$ cat src/rtl/core_pkg.sv
// Shared integer-core types and sizing constants used by the register scoreboard.
package core_pkg;
  localparam int NREG                = 32;
  localparam int REG_IDX_W           = 5;
  localparam int MAX_OUTSTANDING_DEF = 4;

  typedef logic [REG_IDX_W-1:0] reg_idx_t;

  // Width needed to hold 0..max_out in-flight writes.
  function automatic int cnt_width(input int max_out);
    return $clog2(max_out + 1);
  endfunction

  localparam int CNT_W = cnt_width(MAX_OUTSTANDING_DEF);
endpackage

$ cat src/rtl/sb_decode.sv
// 5-to-NREG one-hot decoder; x0 never produces a bit since it is never tracked.
module sb_decode import core_pkg::*; #(
  parameter int NREG = core_pkg::NREG
) (
  input  logic [4:0]      idx_i,
  input  logic            en_i,
  output logic [NREG-1:0] onehot_o
);
  always_comb begin
    onehot_o = '0;
    if (en_i && idx_i != 5'd0) onehot_o[idx_i] = 1'b1;
  end
endmodule

$ cat src/rtl/reg_scoreboard.sv
// Pending-write scoreboard for variable-latency integer writers; drives the ID
// stall outputs and tracks in-flight count with a same-cycle completion bypass.
module reg_scoreboard import core_pkg::*; #(
  parameter  int MAX_OUTSTANDING = MAX_OUTSTANDING_DEF,
  parameter  int NREG            = core_pkg::NREG,
  localparam int CW              = cnt_width(MAX_OUTSTANDING)
) (
  input  logic            clk,
  input  logic            rst_n,
  input  logic            id_valid,
  input  logic [4:0]      rs1_id,
  input  logic [4:0]      rs2_id,
  input  logic            use_rs1,
  input  logic            use_rs2,
  input  logic [4:0]      rd_id,
  input  logic            long_lat_id,
  input  logic            fence_id,
  input  logic            flush,
  input  logic            cpl_valid,
  input  logic [4:0]      cpl_rd,
  output logic            ifid_write,
  output logic            pcwrite,
  output logic            hazard,
  output logic [NREG-1:0] pending,
  output logic [CW-1:0]   outstanding,
  output logic            cpl_err
);
  localparam logic [CW-1:0] MAX_CNT = CW'(MAX_OUTSTANDING);

  logic [NREG-1:0] pending_q, pending_d;
  logic [CW-1:0]   outstanding_q, outstanding_d;
  logic            cpl_err_q, cpl_err_d;

  logic [NREG-1:0] set_mask, clr_mask, eff;
  logic            raw, waw, full, fence_wait, stall, issue;
  logic            cpl_hit, trk_cpl, err_evt;

  sb_decode #(.NREG(NREG)) u_dec_cpl (
    .idx_i(cpl_rd), .en_i(cpl_valid), .onehot_o(clr_mask)
  );
  sb_decode #(.NREG(NREG)) u_dec_rd (
    .idx_i(rd_id), .en_i(issue), .onehot_o(set_mask)
  );

  // Completion bypass: a write finishing this cycle no longer blocks ID.
  assign eff = pending_q & ~clr_mask;

  assign raw = (use_rs1 && rs1_id != 5'd0 && eff[rs1_id]) ||
               (use_rs2 && rs2_id != 5'd0 && eff[rs2_id]);
  assign waw = rd_id != 5'd0 && eff[rd_id];
  assign full = long_lat_id && rd_id != 5'd0 && outstanding_q == MAX_CNT && !cpl_valid;
  assign fence_wait = fence_id && (outstanding_q != {{(CW-1){1'b0}}, cpl_valid});

  assign stall = id_valid && !flush && (raw || waw || full || fence_wait);
  assign issue = id_valid && !flush && !stall && long_lat_id && rd_id != 5'd0;

  assign hazard     = stall;
  assign ifid_write = !stall;
  assign pcwrite    = !stall;

  assign cpl_hit = cpl_valid && cpl_rd != 5'd0;
  assign trk_cpl = cpl_hit && pending_q[cpl_rd];
  assign err_evt = cpl_hit && !pending_q[cpl_rd];

  // Set after clear so a bypassed re-issue to the same register stays pending.
  assign pending_d = (pending_q & ~clr_mask) | set_mask;
  assign cpl_err_d = cpl_err_q || err_evt;

  always_comb begin
    outstanding_d = outstanding_q;
    if (issue && !trk_cpl)      outstanding_d = outstanding_q + CW'(1);
    else if (!issue && trk_cpl) outstanding_d = outstanding_q - CW'(1);
  end

  always_ff @(posedge clk or negedge rst_n) begin
    if (!rst_n) begin
      pending_q     <= '0;
      outstanding_q <= '0;
      cpl_err_q     <= 1'b0;
    end else begin
      pending_q     <= pending_d;
      outstanding_q <= outstanding_d;
      cpl_err_q     <= cpl_err_d;
    end
  end

  assign pending     = pending_q;
  assign outstanding = outstanding_q;
  assign cpl_err     = cpl_err_q;
endmodule

$ cat config.mk
export PLATFORM = sky130hd
export DESIGN_NAME = reg_scoreboard
export DESIGN_NICKNAME = d
export VERILOG_FILES = /design/src/rtl/core_pkg.sv /design/src/rtl/sb_decode.sv /design/src/rtl/reg_scoreboard.sv
export SDC_FILE = /design/constraint.sdc
export NUM_CORES = 1
export LEC_CHECK = 0
export ABC_AREA = 1
export BUFFER_PORTS_ARGS = -buffer_cell sky130_fd_sc_hd__buf_2
export CORE_ASPECT_RATIO = 1.75
export CORE_MARGIN = 2
export CORE_UTILIZATION = 50
export CTS_BUF_LIST = sky130_fd_sc_hd__clkbuf_8
export CTS_CLUSTER_DIAMETER = 40
export CTS_CLUSTER_SIZE = 16
export DETAILED_ROUTE_END_ITERATION = 16
export PLACE_DENSITY = 0.74
export SETUP_SLACK_MARGIN = 0.05
export SLEW_MARGIN = 25
export SYNTH_ARGS = -nofsm -noshare
export SYNTH_HDL_FRONTEND = slang
export SYNTH_SLANG_ARGS = --single-unit
$ cat constraint.sdc
create_clock -name clk -period 4.9 [get_ports clk]
set_clock_uncertainty 0.2 [all_clocks]
set_input_delay 0.49 -clock clk [delete_from_list [all_inputs] [get_ports clk]]
set_output_delay 0.49 -clock clk [all_outputs]
set_load 0.1 [all_outputs]
After elaboration in Yosys (flattened, before gate mapping)
Index checks and enable logic that the tools add are counted.
{"block": "word_totals", "wordCells": 70, "regBits": 36, "inputBits": 29, "out_inout_bits": 39}
{"block": "classes", "n_reduce_logical": 38, "muxes": 16, "addsub": 2, "bitwise": 3, "n_lt_le_gt_ge": 6, "n_eq_ne": 2}
{"cell": "two-way mux 32 bit", "count": 2}
{"cell": "bitwise AND 32 bit", "count": 1}
{"cell": "inverter 32 bit", "count": 1}
{"cell": "bitwise OR 32 bit", "count": 1}
{"cell": "< comparator 5 x 6 -> 1 bit (second input constant)", "count": 4}
{"cell": "logical AND 1 bit", "count": 22}
{"cell": "binary-select mux 1 bit (select 5 bit)", "count": 4}
{"cell": "nonzero test 5 bit", "count": 4}
{"cell": "demux 1 bit (select 5 bit)", "count": 2}
{"cell": ">= comparator 5 x 1 -> 1 bit (second input constant)", "count": 2}
{"cell": "zero test 1 bit", "count": 6}
{"cell": "two-way mux 1 bit", "count": 6}
{"cell": "two-way mux 3 bit", "count": 2}
{"cell": "logical OR 1 bit", "count": 5}
{"cell": "adder 3 x 1 -> 3 bit (second input constant)", "count": 1}
{"cell": "== test 3 bit (second input constant)", "count": 1}
{"cell": "inequality test 3 x 1 -> 1 bit", "count": 1}
{"cell": "subtractor 3 x 1 -> 3 bit (second input constant)", "count": 1}
{"cell": "nonzero test 2 bit", "count": 1}

Logic depth before layout (Yosys ltp)
{"block": "depth", "word_depth": 23, "mapped_depth": 22, "mapped_depth_nobuf": 21}

Modules after synthesis
From an unflattened synthesis, not the netlist that was laid out.
{"block": "unflattened", "hier_cells": 588, "hier_area_um2": 3462.1}
{"module": "reg_scoreboard", "area_per_inst_um2": 3042.9, "instances": 1, "cells_per_inst": 485}
{"module": "sb_decode (u_dec_cpl)", "area_per_inst_um2": 210.2, "instances": 1, "cells_per_inst": 52}
{"module": "sb_decode (u_dec_rd)", "area_per_inst_um2": 209.0, "instances": 1, "cells_per_inst": 51}

Worst setup path before layout
No wires, ideal clock.
{"block": "synth_timing", "kind": "register to output", "startpoint": "register outstanding_q[0] (netlist: outstanding[0])", "endpoint": "output hazard", "stages_incl_launch_ff": 8, "t_required_ns": 4.210, "path_buffers": 0, "path_slack_ns": -0.967, "t_arrival_ns": 5.177, "cell_sequence": "dfrtp_1 xor2_1 o31ai_1 o21ai_0 nor2_1 nand2_1 o21ai_0 inv_1"}
{"block": "synth_between", "elab_chain_len": 6, "word_cells_on_any_way": 8, "cone_classes": "2 x eq/ne; 6 x reduce/logical"}
{"item": "from (decl)", "line": "reg_scoreboard.sv:31", "text": "logic [CW-1:0] outstanding_q, outstanding_d;"}
{"item": "from (signal assigned)", "line": "reg_scoreboard.sv:82", "text": "outstanding_q <= outstanding_d;"}
{"item": "== test 3 bit", "line": "reg_scoreboard.sv:51", "text": "assign full = long_lat_id && rd_id != 5'd0 && outstanding_q == MAX_CNT && !cpl_valid;"}
{"item": "logical AND 1 bit (2 in series)", "line": "reg_scoreboard.sv:51"}
{"item": "logical OR 1 bit", "line": "reg_scoreboard.sv:54", "text": "assign stall = id_valid && !flush && (raw || waw || full || fence_wait);"}
{"item": "logical OR 1 bit (*)", "line": "reg_scoreboard.sv:54"}
{"item": "logical AND 1 bit (*)", "line": "reg_scoreboard.sv:54"}
{"item": "to (decl)", "line": "reg_scoreboard.sv:23", "text": "output logic hazard,"}
Every way passes the cells marked *; elsewhere a longest branch is shown, timed or not.

Final worst setup path
{"block": "layout_timing", "startpoint": "input cpl_rd[1]", "endpoint": "output ifid_write"}
{"block": "layout_between", "elab_chain_len": 16, "word_cells_on_any_way": 25, "cone_classes": "2 x order compare; 9 x mux; 2 x bitwise; 12 x reduce/logical"}
{"item": "from (decl)", "line": "reg_scoreboard.sv:20", "text": "input logic [4:0] cpl_rd,"}
{"item": "< comparator 5 x 6 -> 1 bit (not written as such) or >= comparator 5 x 1 -> 1 bit (tied branches)", "line": "sb_decode.sv:11", "text": "if (en_i && idx_i != 5'd0) onehot_o[idx_i] = 1'b1;"}
{"item": "logical AND 1 bit (not written as such)", "line": "sb_decode.sv:11"}
{"item": "two-way mux 1 bit (not written as such)", "line": "sb_decode.sv:11"}
{"item": "demux 1 bit (select 5 bit)"}
{"item": "two-way mux 32 bit (*)", "line": "sb_decode.sv:11"}
{"item": "inverter 32 bit (*)", "line": "reg_scoreboard.sv:46", "text": "assign eff = pending_q & ~clr_mask;"}
{"item": "bitwise AND 32 bit (*)", "line": "reg_scoreboard.sv:46"}
{"item": "binary-select mux 1 bit (select 5 bit) (on tied branches)", "line": "reg_scoreboard.sv:48, reg_scoreboard.sv:49"}
{"item": "two-way mux 1 bit (on tied branches)", "line": "reg_scoreboard.sv:48, reg_scoreboard.sv:49"}
{"item": "logical AND 1 bit (on tied branches)", "line": "reg_scoreboard.sv:48, reg_scoreboard.sv:49"}
{"item": "logical OR 1 bit", "line": "reg_scoreboard.sv:48", "text": "assign raw = (use_rs1 && rs1_id != 5'd0 && eff[rs1_id]) ||"}
{"item": "logical OR 1 bit (*) (3 in series)", "line": "reg_scoreboard.sv:54"}
{"item": "logical AND 1 bit (*)", "line": "reg_scoreboard.sv:54"}
{"item": "zero test 1 bit (*)", "line": "reg_scoreboard.sv:58", "text": "assign ifid_write = !stall;"}
{"item": "to (decl)", "line": "reg_scoreboard.sv:21", "text": "output logic ifid_write,"}
Every way passes the cells marked *; elsewhere a longest branch is shown, timed or not. The select of a mux whose other input is x is not followed.

==> flow_summary.json <==
{
  "layout_min_cycle_time_ns": 3.79,
  "drt_wl_total_mm": 12.7,
  "detail_route.vias_per_cell": 5.96,
  "timing_hold_violations_final": 0,
  "port-buffer-count": 67,
  "grt_overflow": 0,
  "clk_pin_slew_worst_paths_ns": 0.08,
  "cellLeakagePower_nw": 2.04,
  "pin_count": 68,
  "worstHoldPathType": "input port to asynchronous set/reset pin",
  "synth_sequential_area_ratio": 0.280,
  "synth-adder-area-share": 0.0101,
  "cp_startpoint_kind": "input port",
  "detail-route-antenna-nets": 0,
  "route.vias.total": 4030,
  "globalplace.congestion": 0.947,
  "grt_setup_unrepaired": "false",
  "mean_instance_size_in_the_synthesized_netlist_um2": 5.94,
  "grt_antenna_before_repair": 0,
  "clockBufferDepth": 2,
  "max_freq_mhz": 264,
  "ys_seq_elements": 36,
  "post-route-period-util": 0.773,
  "yosys.area_share.xor_xnor": 0.00818,
  "yosys.cell_types.count": 40,
  "routed_wire_length_per_instance_um": 18.8,
  "timing.critical_path.arrival_ns": 3.10,
  "power_density_nw_per_um2": 297,
  "cts_buffers": 5,
  "fin_tns_setup_ns": 0,
  "track_usage": 0.371,
  "drive_above_1_share": 0.151,
  "die_width_um": 64.6,
  "status": "completed",
  "end_kind": "primary output",
  "post_cts.repair.setup_buffers": 0,
  "grt_pass1_wl_mm": 19.4,
  "first_global_vias": 3717,
  "die_h_um": 110,
  "synth.net_count": 572,
  "post_synthesis_cell_area_um2": 3210,
  "tritoncts_num_sinks": 36,
  "crit_fanout": 20,
  "num_rows": 38,
  "number_of_warnings_reported_in_the_yosys_synthesis_log": 0,
  "yosys-mux-area-fraction": 0.00350,
  "worst_slew_pin_slew_ns": 0.916,
  "cts.hold.buffers_added": 0,
  "cts_repair_resize_count": 0,
  "htreeDepth": 2,
  "cp.required_ns": 4.21,
  "async_flop_share": 1.00,
  "finalNetCount": 627,
  "cts_tree": "done",
  "p_total_mw": 1.09,
  "synth_enable_flop_cells": 0,
  "first_pass_iteration_count_of_the_detailed_router": 6,
  "drt_iter0_drc": 430,
  "synth_to_final_area_change_pct": 13.7,
  "drv_cap": 0,
  "post-route-drc-count": 0,
  "synthCells": 541,
  "post-dp-hpwl_mm": 9.70,
  "yosys.area_share.simple": 0.503,
  "vdd.ir_drop.worst_mv": 0.523,
  "synth-compound-area-share": 0.106,
  "clock_insertion_delay_worst_skew_ns": 0.30,
  "yosys_most_used_dff": "sky130_fd_sc_hd__dfrtp_1",
  "initial_core_util": 0.516,
  "hold_ws_ns": 0.116,
  "slew_violations": 0,
  "clk_root_buffer_cell": "sky130_fd_sc_hd__clkbuf_8",
  "insertedDiodeCount": 0,
  "fp.dieArea_um2": 7110,
  "finalSetupViolCount": 0,
  "design.core.area_um2": 6230,
  "max-slew-margin-rel": 0.390,
  "pin_count_of_the_biggest_net_entering_global_routing": 37,
  "crit_path_start": "cpl_rd[1]",
  "regToRegStartpoint": "pending[5]",
  "main_combinational_cell_family_by_area_after_synthesis": "simple AND/OR/NAND/NOR gates",
  "path_class": "input port to primary output"
}
-- cell families (layout without fill, tap and decap cells) --
family	after synthesis	count (layout)
AO/OA/AOI/OAI	57	57
XOR/XNOR	3	3
adder cells (fa/ha/maj)	2	2
buffers and inverters	68	123
flip-flops	36	36
multiplexers	1	1
AND/OR/NAND/NOR	374	374
-- sequential cells by signal, indices dropped and copies added, names as in the netlist --
name / count
cpl_err: 1
pending: 32
outstanding: 3
-- placed cells by master, fill, tap and decap left out, types with 4 or more instances in the layout --
| master | count |
|---|---|
| sky130_fd_sc_hd__clkbuf_8 | 7 |
| sky130_fd_sc_hd__dfrtp_1 | 36 |
| sky130_fd_sc_hd__o21ai_1 | 15 |
| sky130_fd_sc_hd__a22oi_1 | 8 |
| sky130_fd_sc_hd__nand2_1 | 186 |
| sky130_fd_sc_hd__nor2_1 | 59 |
| sky130_fd_sc_hd__o21ai_0 | 6 |
| sky130_fd_sc_hd__inv_1 | 45 |
| sky130_fd_sc_hd__nor2_4 | 4 |
| sky130_fd_sc_hd__buf_2 | 67 |
| sky130_fd_sc_hd__a21oi_1 | 14 |
| sky130_fd_sc_hd__nand3_1 | 113 |
-- final timing paths --
path | slack [ns] | cells past startpoint | endpoint
worst max-delay path | 1.11 | 17 | ifid_write
worst min-delay path | 0.12 | 1 | pending[21]
worst max register to register | 1.92 | 12 | outstanding[2]
worst min register to register | 0.28 | 1 | cpl_err
max in group asynchronous | 3.80 | 1 | outstanding[2]
min in group clk | 0.28 | 1 | cpl_err
-- per-stage QoR --
step | setup WS [ns] | utilization | std cells | area (um2)
after floorplan | 0.156 | - | 541 | 3210
after global placement | 0.977 | 0.571 | 669 | 3560
after detailed placement | 0.986 | 0.571 | 669 | 3560
after CTS | 1.20 | 0.586 | 676 | 3650
after global routing | 0.950 | 0.586 | 676 | 3650
final | 1.11 | 0.586 | 676 | 3650
-- synth_stat cells, types with 2 or more instances --
| cell | number | area [um2] |
|---|---|---|
| sky130_fd_sc_hd__a22oi_1 | 8 | 60.1 |
| sky130_fd_sc_hd__o21ai_1 | 14 | 70.1 |
| sky130_fd_sc_hd__nor3_1 | 2 | 10.0 |
| sky130_fd_sc_hd__o21ai_0 | 7 | 35.0 |
| sky130_fd_sc_hd__nand4_1 | 3 | 18.8 |
| sky130_fd_sc_hd__nand2_1 | 186 | 698 |
| sky130_fd_sc_hd__buf_4 | 5 | 37.5 |
| sky130_fd_sc_hd__buf_2 | 2 | 10.0 |
| sky130_fd_sc_hd__nand3_1 | 113 | 566 |
| sky130_fd_sc_hd__a31oi_1 | 3 | 18.8 |
| sky130_fd_sc_hd__inv_2 | 3 | 11.3 |
| sky130_fd_sc_hd__clkbuf_1 | 10 | 37.5 |
| sky130_fd_sc_hd__a21oi_1 | 14 | 70.1 |
| sky130_fd_sc_hd__xor2_1 | 2 | 17.5 |
| sky130_fd_sc_hd__inv_1 | 45 | 169 |
| sky130_fd_sc_hd__o211ai_1 | 3 | 22.5 |
| sky130_fd_sc_hd__dfrtp_1 | 36 | 901 |
| sky130_fd_sc_hd__o21bai_1 | 2 | 15.0 |
| sky130_fd_sc_hd__nor2_4 | 4 | 45.0 |
| sky130_fd_sc_hd__nor2_1 | 59 | 221 |
-- worst max-delay path: stages --
cell,delay (ns)
sky130_fd_sc_hd__buf_2,0.23
sky130_fd_sc_hd__nor2_4,0.30
sky130_fd_sc_hd__nand2_1,0.24
sky130_fd_sc_hd__inv_1,0.20
sky130_fd_sc_hd__nand2_1,0.11
sky130_fd_sc_hd__nand2_1,0.18
sky130_fd_sc_hd__nand2_1,0.07
sky130_fd_sc_hd__nand2_1,0.05
sky130_fd_sc_hd__nor2_1,0.04
sky130_fd_sc_hd__nand2_1,0.06
sky130_fd_sc_hd__nand3_1,0.07
sky130_fd_sc_hd__nand3_1,0.09
sky130_fd_sc_hd__nand2_1,0.06
sky130_fd_sc_hd__nand2_1,0.09
sky130_fd_sc_hd__nand2_1,0.12
sky130_fd_sc_hd__o21ai_1,0.21
sky130_fd_sc_hd__buf_2,0.47
-- power by group --
part,leakage [nW],internal (mW),switching (mW)
clock,0.0503,0.125,0.118
sequential,0.484,0.323,0.0331
combinational,1.51,0.0930,0.393
-- area by class of cell --
class	count	area (um2)
Fill cell	647	2580
Inverter	48	180
Tap cell	80	100
Clock buffer	7	96.3
Timing Repair Buffer	68	343
Sequential cell	36	901
Multi-Input combinational cell	437	2030
-- layer usage --
| layer | up-vias | part of all wire | track usage | routed length (um) |
|---|---|---|---|---|
| met1 | 1835 | 0.37 | 0.460 | 4700 |
| met3 | 53 | 0.088 | 0.0457 | 1110 |
| met2 | 265 | 0.47 | 0.601 | 6030 |
| met5 | - | 0 | 0 | 0 |
| met4 | 0 | 0.068 | 0.248 | 865 |
| li1 | 1877 | - | - | - |
(Power assumes the default switching activity.)
